File: config.mk
export PLATFORM = sky130hd
export DESIGN_NAME = conv_layer_sequencer
export DESIGN_NICKNAME = d
export VERILOG_FILES = /design/src/rtl/conv_layer_sequencer.sv
export SDC_FILE = /design/constraint.sdc
export NUM_CORES = 1
export LEC_CHECK = 0
export ABC_AREA = 1
export ABC_CLOCK_PERIOD_IN_PS = 2700
export CELL_PAD_IN_SITES_DETAIL_PLACEMENT = 0
export CELL_PAD_IN_SITES_GLOBAL_PLACEMENT = 2
export CORE_MARGIN = 2
export CORE_UTILIZATION = 25
export DETAILED_ROUTE_END_ITERATION = 10
export PLACE_DENSITY_LB_ADDON = 0.1
export SYNTH_ARGS = -nofsm -noshare
export SYNTH_HDL_FRONTEND = slang
export SYNTH_SLANG_ARGS = --single-unit
File: constraint.sdc
create_clock -name clk_i -period 2.7 [get_ports clk_i]
set_clock_uncertainty 0.2 [all_clocks]
set_input_delay 0.54 -clock clk_i [delete_from_list [all_inputs] [get_ports clk_i]]
set_output_delay 0.54 -clock clk_i [all_outputs]
set_load 0.1 [all_outputs]
File: src/rtl/conv_layer_sequencer.sv
// Single-layer sequencer for a quantized conv/ReLU engine: streams biases, weights
// and the padded input map into the engine, tags its output bytes and recycles it.
module conv_layer_sequencer #(
  parameter int INPUT_CHANNELS  = 1,
  parameter int OUTPUT_CHANNELS = 32,
  parameter int KERNEL_SIZE     = 3,
  parameter int INPUT_WIDTH     = 30,
  parameter int INPUT_HEIGHT    = 30,
  localparam int IN_WORDS  = INPUT_CHANNELS * INPUT_HEIGHT * INPUT_WIDTH,
  localparam int W_WORDS   = OUTPUT_CHANNELS * INPUT_CHANNELS * KERNEL_SIZE * KERNEL_SIZE,
  localparam int OW        = INPUT_WIDTH - KERNEL_SIZE + 1,
  localparam int OH        = INPUT_HEIGHT - KERNEL_SIZE + 1,
  localparam int OUT_WORDS = OUTPUT_CHANNELS * OH * OW,
  localparam int BA_W      = (OUTPUT_CHANNELS > 1) ? $clog2(OUTPUT_CHANNELS) : 1,
  localparam int WA_W      = (W_WORDS > 1) ? $clog2(W_WORDS) : 1,
  localparam int IA_W      = (IN_WORDS > 1) ? $clog2(IN_WORDS) : 1,
  localparam int ROW_W     = (OH > 1) ? $clog2(OH) : 1,
  localparam int COL_W     = (OW > 1) ? $clog2(OW) : 1
) (
  input  logic              clk_i,
  input  logic              rst_i,
  input  logic              cmd_start_i,
  output logic              cmd_busy_o,
  output logic              cmd_done_o,
  output logic              cmd_error_o,
  input  logic              s_valid_i,
  output logic              s_ready_o,
  input  logic [31:0]       s_data_i,
  output logic              eng_rstn_o,
  output logic              eng_start_o,
  input  logic              eng_done_i,
  output logic [31:0]       eng_bias_data_o,
  output logic              eng_bias_we_o,
  output logic [BA_W-1:0]   eng_bias_addr_o,
  output logic [7:0]        eng_weight_data_o,
  output logic              eng_weight_we_o,
  output logic [WA_W-1:0]   eng_weight_addr_o,
  output logic [7:0]        eng_input_data_o,
  output logic              eng_input_we_o,
  output logic [IA_W-1:0]   eng_input_addr_o,
  input  logic              eng_conv_valid_i,
  input  logic [7:0]        eng_conv_result_i,
  output logic              out_valid_o,
  output logic [7:0]        out_data_o,
  output logic [BA_W-1:0]   out_channel_o,
  output logic [ROW_W-1:0]  out_row_o,
  output logic [COL_W-1:0]  out_col_o,
  output logic              out_last_o
);

  localparam int MAX_WORDS = (IN_WORDS > W_WORDS) ?
                             ((IN_WORDS > OUTPUT_CHANNELS) ? IN_WORDS : OUTPUT_CHANNELS) :
                             ((W_WORDS > OUTPUT_CHANNELS) ? W_WORDS : OUTPUT_CHANNELS);
  localparam int LD_W   = $clog2(MAX_WORDS + 1);
  localparam int OC_W   = $clog2(OUT_WORDS + 3);
  localparam int OC_SAT = OUT_WORDS + 1;

  typedef enum logic [2:0] {
    S_IDLE, S_LOAD_BIAS, S_LOAD_WEIGHT, S_LOAD_INPUT, S_START, S_RUN, S_RELEASE, S_DONE
  } state_e;

  state_e state_q, state_d;

  logic [LD_W-1:0]   ld_cnt_q;
  logic [31:0]       bias_data_q;
  logic              bias_we_q;
  logic [BA_W-1:0]   bias_addr_q;
  logic [7:0]        weight_data_q;
  logic              weight_we_q;
  logic [WA_W-1:0]   weight_addr_q;
  logic [7:0]        input_data_q;
  logic              input_we_q;
  logic [IA_W-1:0]   input_addr_q;
  logic              eng_rstn_q;
  logic              eng_start_q;
  logic              out_valid_q;
  logic [7:0]        out_data_q;
  logic [BA_W-1:0]   out_ch_q;
  logic [ROW_W-1:0]  out_row_q;
  logic [COL_W-1:0]  out_col_q;
  logic              out_last_q;
  logic [BA_W-1:0]   ch_q;
  logic [ROW_W-1:0]  row_q;
  logic [COL_W-1:0]  col_q;
  logic [OC_W-1:0]   out_cnt_q;
  logic              error_q;

  logic              accept;
  logic              phase_last;
  logic              start_accept;
  logic              run_beat;
  logic [OC_W-1:0]   cnt_after;

  assign s_ready_o    = (state_q == S_LOAD_BIAS) || (state_q == S_LOAD_WEIGHT) ||
                        (state_q == S_LOAD_INPUT);
  assign cmd_busy_o   = (state_q != S_IDLE);
  assign cmd_done_o   = (state_q == S_DONE);
  assign accept       = s_valid_i && s_ready_o;
  assign start_accept = (state_q == S_IDLE) && cmd_start_i;
  assign run_beat     = (state_q == S_RUN) && eng_conv_valid_i;
  // Count including a beat that arrives together with eng_done.
  assign cnt_after    = out_cnt_q + {{(OC_W-1){1'b0}}, run_beat};

  always_comb begin
    phase_last = 1'b0;
    case (state_q)
      S_LOAD_BIAS:   phase_last = (ld_cnt_q == LD_W'(OUTPUT_CHANNELS - 1));
      S_LOAD_WEIGHT: phase_last = (ld_cnt_q == LD_W'(W_WORDS - 1));
      S_LOAD_INPUT:  phase_last = (ld_cnt_q == LD_W'(IN_WORDS - 1));
      default:       phase_last = 1'b0;
    endcase
  end

  always_comb begin
    state_d = state_q;
    case (state_q)
      S_IDLE:        if (cmd_start_i) state_d = S_LOAD_BIAS;
      S_LOAD_BIAS:   if (accept && phase_last) state_d = S_LOAD_WEIGHT;
      S_LOAD_WEIGHT: if (accept && phase_last) state_d = S_LOAD_INPUT;
      S_LOAD_INPUT:  if (accept && phase_last) state_d = S_START;
      S_START:       state_d = S_RUN;
      S_RUN:         if (eng_done_i) state_d = S_RELEASE;
      S_RELEASE:     state_d = S_DONE;
      S_DONE:        state_d = S_IDLE;
      default:       state_d = S_IDLE;
    endcase
  end

  always_ff @(posedge clk_i) begin
    if (rst_i) state_q <= S_IDLE;
    else       state_q <= state_d;
  end

  // Write strobes are registered, so each accepted beat shows up one cycle later.
  always_ff @(posedge clk_i) begin
    if (rst_i) begin
      ld_cnt_q      <= '0;
      bias_data_q   <= '0;
      bias_we_q     <= 1'b0;
      bias_addr_q   <= '0;
      weight_data_q <= '0;
      weight_we_q   <= 1'b0;
      weight_addr_q <= '0;
      input_data_q  <= '0;
      input_we_q    <= 1'b0;
      input_addr_q  <= '0;
    end else begin
      bias_we_q   <= 1'b0;
      weight_we_q <= 1'b0;
      input_we_q  <= 1'b0;
      if (start_accept) begin
        ld_cnt_q <= '0;
      end else if (accept) begin
        ld_cnt_q <= phase_last ? '0 : ld_cnt_q + 1'b1;
        case (state_q)
          S_LOAD_BIAS: begin
            bias_we_q   <= 1'b1;
            bias_addr_q <= ld_cnt_q[BA_W-1:0];
            bias_data_q <= s_data_i;
          end
          S_LOAD_WEIGHT: begin
            weight_we_q   <= 1'b1;
            weight_addr_q <= ld_cnt_q[WA_W-1:0];
            weight_data_q <= s_data_i[7:0];
          end
          S_LOAD_INPUT: begin
            input_we_q   <= 1'b1;
            input_addr_q <= ld_cnt_q[IA_W-1:0];
            input_data_q <= s_data_i[7:0];
          end
          default: ;
        endcase
      end
    end
  end

  always_ff @(posedge clk_i) begin
    if (rst_i) begin
      eng_rstn_q  <= 1'b0;
      eng_start_q <= 1'b0;
    end else begin
      eng_rstn_q  <= (state_d != S_RELEASE);
      eng_start_q <= (state_q == S_START);
    end
  end

  // Tags wrap naturally, so beats past the expected count restart at position zero.
  always_ff @(posedge clk_i) begin
    if (rst_i) begin
      out_valid_q <= 1'b0;
      out_data_q  <= '0;
      out_ch_q    <= '0;
      out_row_q   <= '0;
      out_col_q   <= '0;
      out_last_q  <= 1'b0;
      ch_q        <= '0;
      row_q       <= '0;
      col_q       <= '0;
      out_cnt_q   <= '0;
      error_q     <= 1'b0;
    end else begin
      out_valid_q <= run_beat;
      if (start_accept) begin
        ch_q      <= '0;
        row_q     <= '0;
        col_q     <= '0;
        out_cnt_q <= '0;
        error_q   <= 1'b0;
      end else begin
        if (run_beat) begin
          out_data_q <= eng_conv_result_i;
          out_ch_q   <= ch_q;
          out_row_q  <= row_q;
          out_col_q  <= col_q;
          out_last_q <= (out_cnt_q == OC_W'(OUT_WORDS - 1));
          if (col_q == COL_W'(OW - 1)) begin
            col_q <= '0;
            if (row_q == ROW_W'(OH - 1)) begin
              row_q <= '0;
              ch_q  <= (ch_q == BA_W'(OUTPUT_CHANNELS - 1)) ? '0 : ch_q + 1'b1;
            end else begin
              row_q <= row_q + 1'b1;
            end
          end else begin
            col_q <= col_q + 1'b1;
          end
          if (out_cnt_q != OC_W'(OC_SAT)) out_cnt_q <= out_cnt_q + 1'b1;
          if (out_cnt_q >= OC_W'(OUT_WORDS)) error_q <= 1'b1;
        end
        if ((state_q == S_RUN) && eng_done_i && (cnt_after != OC_W'(OUT_WORDS)))
          error_q <= 1'b1;
      end
    end
  end

  assign cmd_error_o       = error_q;
  assign eng_rstn_o        = eng_rstn_q;
  assign eng_start_o       = eng_start_q;
  assign eng_bias_data_o   = bias_data_q;
  assign eng_bias_we_o     = bias_we_q;
  assign eng_bias_addr_o   = bias_addr_q;
  assign eng_weight_data_o = weight_data_q;
  assign eng_weight_we_o   = weight_we_q;
  assign eng_weight_addr_o = weight_addr_q;
  assign eng_input_data_o  = input_data_q;
  assign eng_input_we_o    = input_we_q;
  assign eng_input_addr_o  = input_addr_q;
  assign out_valid_o       = out_valid_q;
  assign out_data_o        = out_data_q;
  assign out_channel_o     = out_ch_q;
  assign out_row_o         = out_row_q;
  assign out_col_o         = out_col_q;
  assign out_last_o        = out_last_q;

endmodule

==> impl_metrics.ini, run 1 <==
[outcome]
run_status = complete, no violations

[pwr]
power.total_mw = 5.03
clkPwrFrac_pct = 45.9
power_density_nw_per_um2 = 598
swShare_pct = 29.4
p_leak_nw = 3.54
peakVddDrop_mv = 0.306
seqPwrFrac_pct = 43.8
power_frac_comb_pct = 10.2
internal_power_mw = 3.55
p_sw_mw = 1.48

[synthesis]
synth_nets = 880
netlist-cell-type-count = 38
synth_most_common_cell = nand2_1
synth-main-ff-cell = dfxtp_1
synth_seq_cells = 146
async_reset_ff_share_pct = 0
synth_common_cells = nand2_1, dfxtp_1, nor2_1, a21oi_1, o21ai_0
ys_seq_area_share_pct = 47.5
yosys_warnings = 0
syn_avg_cell_area_um2 = 7.46
synth_top_cell_by_area = dfxtp_1
syn_inst = 824
synth_edf_count = 0
synth_area_leaders = dfxtp_1, nand2_1, nor2_1
synth_top_area_share_pct = 47.5
syn_area_um2 = 6150

[placed_design]
io_buffers = 151
dp_slack_ps = -110
dp_hpwl_um = 13600
routabilityCongestion = 0.754
place_area_um2 = 7840

[routing]
viasPerCell = 4.32
drc = 0
route.met3.wl_um = 1090
wl_met2_um = 8760
vias = 5677
drt_first_pass_iters = 6
ant_nets = 0
dr.first_iter.drc_count = 217
routedWlPerCell_um = 14.7
wl_met1_um = 9280
routed_wl_um = 19400
top_layer = met4

[critical_path]
required_ps = 2800
cp-start-kind = input pin
critical_path_class = input pin to flip-flop
worstPathArrival_ps = 2470
crit_path_end_kind = flip-flop
crit_fanout = 7

[floorplanning]
die_height_um = 161
rows = 57
start_util_pct = 25.4
coreArea_um2 = 24200
die_area_um2 = 25900
die_w_um = 161
ioPinCount = 152

[layout]
fillers = 2641
nets = 1033
design_area_um2 = 8410
area_growth_pct = 36.7
final_layout_size_suffix_gt1_share_pct = 19.1
diodes = 0

[grt]
antenna_found_initial = 0
grt_pass1_wl_um = 31200
grt_util_all_layers_pct = 15.3
gr-total-overflow = 0
grt_max_degree = 72
grt_pass1_vias = 5560

[clock_network]
cts.sinks = 146
clock_tree.root_cell = clkbuf_16
path_clk_slew_ps = 70
cts_buffers = 17
htree_levels = 4
clkLatencyLatePin_ps = 420
cts_hold_buf = 0
cts_tree = yes
cts_setup_buffers = 0
cts-resized-gates = 0
cts.path.max_buffers = 2

[sta]
tns_ps = 0
rsz0062_at_grt = no
max_freq_mhz = 423
hold_viol_final = 0
fin_crit_sh_pct = 87.7
tightest_slew_ps = 648
slew_headroom_pct = 56.7
fin_ws_ps = 333
finalCriticalPeriod_ps = 2370
drv_slew = 0
setup_viol = 0

[job]
drv_cap = 0

[hold_path]
min_path_type = flip-flop to flip-flop
-- cells in the final DEF, fill, tap and decap left out, types with 17 or more instances in the layout --
cell type / Yosys / layout
a21oi_1: 81 / 81
buf_4: 2 / 123
clkbuf_16: 0 / 17
clkdlybuf4s50_1: 0 / 45
dfxtp_1: 146 / 146
inv_1: 51 / 51
nand2_1: 163 / 163
nand3_1: 28 / 28
nor2_1: 141 / 141
o21ai_0: 80 / 80
-- path summary, 6_finish.rpt --
path | cells past startpoint | startpoint | end | slack [ps]
setup reg to reg | 18 | state_q[0] | cmd_error_o | 420
setup / recovery | 17 | eng_conv_valid_i | cmd_error_o | 330
hold reg to reg | 2 | out_data_o[4] | out_data_o[4] | 260
hold / removal | 2 | out_data_o[4] | out_data_o[4] | 260
-- critical path, stage by stage --
cell	delay [ps]
clkdlybuf4s50_1	550
nand3_4	90
clkinv_2	60
ha_1	160
ha_1	160
inv_1	50
nor2_1	100
buf_4	150
nand2_1	50
nand2_1	70
nand2_1	50
nor2_1	90
nand2_1	60
nor2_1	100
nand3_1	70
nand2_1	70
a21oi_1	50
-- area by class of cell --
class                   instances  area, um^2  area share (%)
clock buffers                  18         429            5.11
clock inverters                14         139            1.65
inverters                      60         226            2.69
multi-input cells             580        2830            33.7
flip-flops and latches        146        2920            34.8
well taps                     324         405            4.82
repair buffers                172        1450            17.3
-- sequential cells by signal, indices dropped and copies added, names as in the netlist, 3 cells and up --
register           flops
state_q                3
eng_bias_addr_o        5
eng_input_data_o       8
eng_weight_data_o      8
eng_input_addr_o      10
eng_weight_addr_o      9
out_channel_o          5
col_q                  5
out_cnt_q             15
out_data_o             8
eng_bias_data_o       32
ch_q                   5
row_q                  5
ld_cnt_q              10
out_col_o              5
out_row_o              5
-- per-stage QoR --
step	hold slack [ps]	util (%)	std cells
floorplan	257	-	824
global placement	255	32.3	1282
detailed placement	257	32.3	1282
CTS	268	34.7	1314
global route	285	34.7	1314
finish	265	34.7	1314
-- layer usage --
layer | global-route usage (%) | vias to the layer above
li1 | - | 2984
met1 | 20.1 | 2560
met2 | 24.0 | 119
met3 | 5.04 | 14
met4 | 4.46 | 0
met5 | 0 | -
-- power by group through the flow --
stage                     logic (mW)  registers [mW]  clock network (mW)
after global routing           0.544            2.21                2.49
after global placement         0.523            2.25                   0
after floorplan                0.108            2.48                   0
after detailed placement       0.522            2.25                   0
after CTS                      0.522            2.20                2.39
final                          0.515            2.20                2.31
-- kinds of logic after synthesis --
kind of cell	count (synthesis)	synth area share, %
and+or+nand+nor	380	26.9
adders and majority gates	10	2.03
AOI/OAI and AO/OA	169	14.0
buffers and inverters	98	6.49
DFF	146	47.5
xor gates and xnor gates	21	2.99
(Power assumes the default switching activity.)
==> run 2, diff against run 1 <==
Settings changed: SLEW_MARGIN set to 10.
==> results of run 2 <==
Final layout, timing and power as in run 1 (identical DEF).
==> run 3, diff against run 2 <==
Settings changed: ABC_CLOCK_PERIOD_IN_PS 2700 to unset, SETUP_SLACK_MARGIN set to 0.2.
==> run 3 against run 2 <==
Clock-buffer cell count fell by 1. Clock power barely moved. Highest routed layer unchanged. Largest cell class unchanged. Non-clock buffer count did not move. Final cell count barely moved. Critical path type is now flip-flop to flip-flop. Sequential power barely moved. Worst hold slack improved by 1.6 ps. First-iteration DRC count rose by 31%. Critical path depth rose by 1. Combinational power rose by 0.8%. Critical endpoint unchanged.
==> impl_metrics.ini, run 3 (synthesis results as in run 1) <==
[outcome]
run_status = complete, no violations

[clock_network]
cts-resized-gates = 0
cts_setup_buffers = 0
cts_tree = yes
htree_levels = 4
cts.sinks = 146
cts_buffers = 17
clkLatencyLatePin_ps = 420
cts.path.max_buffers = 2
clock_tree.root_cell = clkbuf_16
cts_hold_buf = 0
path_clk_slew_ps = 70

[pwr]
power_density_nw_per_um2 = 599
peakVddDrop_mv = 0.329
p_leak_nw = 3.55

[critical_path]
critPathSlowestCell = dfxtp_1
crit_fanout = 3
max_stage_delay_ps = 340
required_ps = 2800
reg2reg_setup_slack_ps = 450
crit_chain = inv_2 > nor2_4 > nand3_4 > clkinv_2 > ha_1 > ha_1 > inv_1 > buf_4 > nand2_1 > nand2_1 > nor2_1 > nand3_1 > nor2_1 > nand2_1 > nor2_1 > nand3_1 > nand2_1 > a21oi_1
critical_path_class = flip-flop to flip-flop
cp-start-kind = flip-flop
crit_path_end_kind = flip-flop
worstPathArrival_ps = 2350
crit_top_cell = nand2_1

[layout]
stdcell_count = 1313
design_area_um2 = 8430
diodes = 0
area_growth_pct = 37.0
final_common_cell = nand2_1
postLayoutCoreUtil_pct = 34.8
fillers = 2660
final_cell_mix = nand2_1, dfxtp_1, nor2_1
nets = 1033
largest_register_ffs = 32
final_layout_size_suffix_gt1_share_pct = 19.3

[placed_design]
place_area_um2 = 7840
routabilityCongestion = 0.749
dp_cells = 1282
io_buffers = 151
dp_slack_ps = -160
dp_hpwl_um = 13700

[floorplanning]
ioPinCount = 152
rows = 57
coreArea_um2 = 24200
die_w_um = 161
start_util_pct = 25.4
die_height_um = 161
die_area_um2 = 25900

[grt]
grt_max_degree = 72
grt_busiest_layer = met2
grt_pass1_vias = 5776
met1_usage_pct = 19.7
grt_use_met3_pct = 4.62
gr-total-overflow = 0
antenna_found_initial = 0
use_met2_pct = 24.3
grt_pass1_wl_um = 31400
grt_util_all_layers_pct = 15.2

[routing]
routed_wl_um = 19100
viasPerCell = 4.30
drt_first_pass_iters = 4
routedWlPerCell_um = 14.6
vias = 5648
ant_nets = 0
dr.first_iter.drc_count = 284
drc = 0

[sta]
fin_ws_ps = 451
hold_slack_ps = 266
finalCriticalPeriod_ps = 2250
tightest_slew_ps = 652
drv_slew = 0
setup_viol = 0
fin_crit_sh_pct = 83.3
slew_headroom_pct = 56.5
rsz0062_at_grt = no
hold_viol_final = 0
max_freq_mhz = 445

[hold_path]
min_path_type = flip-flop to flip-flop

[job]
drv_cap = 0
[run 3: per-stage QoR]
| stage | power (mW) | TNS (ps) |
|---|---|---|
| final | 5.05 | 0 |
| after global routing | 5.26 | 0 |
| after CTS | 5.15 | 0 |
| after detailed placement | 2.78 | -160 |
| after global placement | 2.78 | -166 |
| after floorplan | 2.59 | 0 |
[run 3: power by group]
group,internal (mW),total (mW),switching (mW)
logic,0.142,0.519,0.377
clock network,1.29,2.33,1.03
registers,2.19,2.20,0.0166
total,3.62,5.05,1.43
[run 3: final timing paths]
check	startpoint	endpoint	cells past startpoint
worst max-delay path	state_q[0]	cmd_error_o	18
worst min-delay path	out_channel_o[1]	out_channel_o[1]	2
worst max register to register	state_q[0]	cmd_error_o	18
worst min register to register	out_channel_o[1]	out_channel_o[1]	2
[run 3: layout make-up]
type | instances | area (um^2) | share of cell area [%]
Clock buffer | 17 | 425 | 5.05
Multi-Input combinational cell | 580 | 2840 | 33.7
Tap cell | 324 | 405 | 4.81
Timing Repair Buffer | 172 | 1460 | 17.3
Clock inverter | 14 | 148 | 1.75
Sequential cell | 146 | 2920 | 34.7
Inverter | 60 | 226 | 2.69
[run 3: critical path, delay by kind of cell (launching register included)]
kind,cells,cell delay (ps)
adders and majority gates,2,310
buffers and inverters,4,340
AOI/OAI and AO/OA,1,60
and+or+nand+nor,11,880
DFF,1,340
[run 3: per-layer routing]
layer,wire (um),vias to the layer above
met5,0,-
met4,327,0
met3,1030,19
met2,8710,111
met1,9060,2538
li1,-,2980
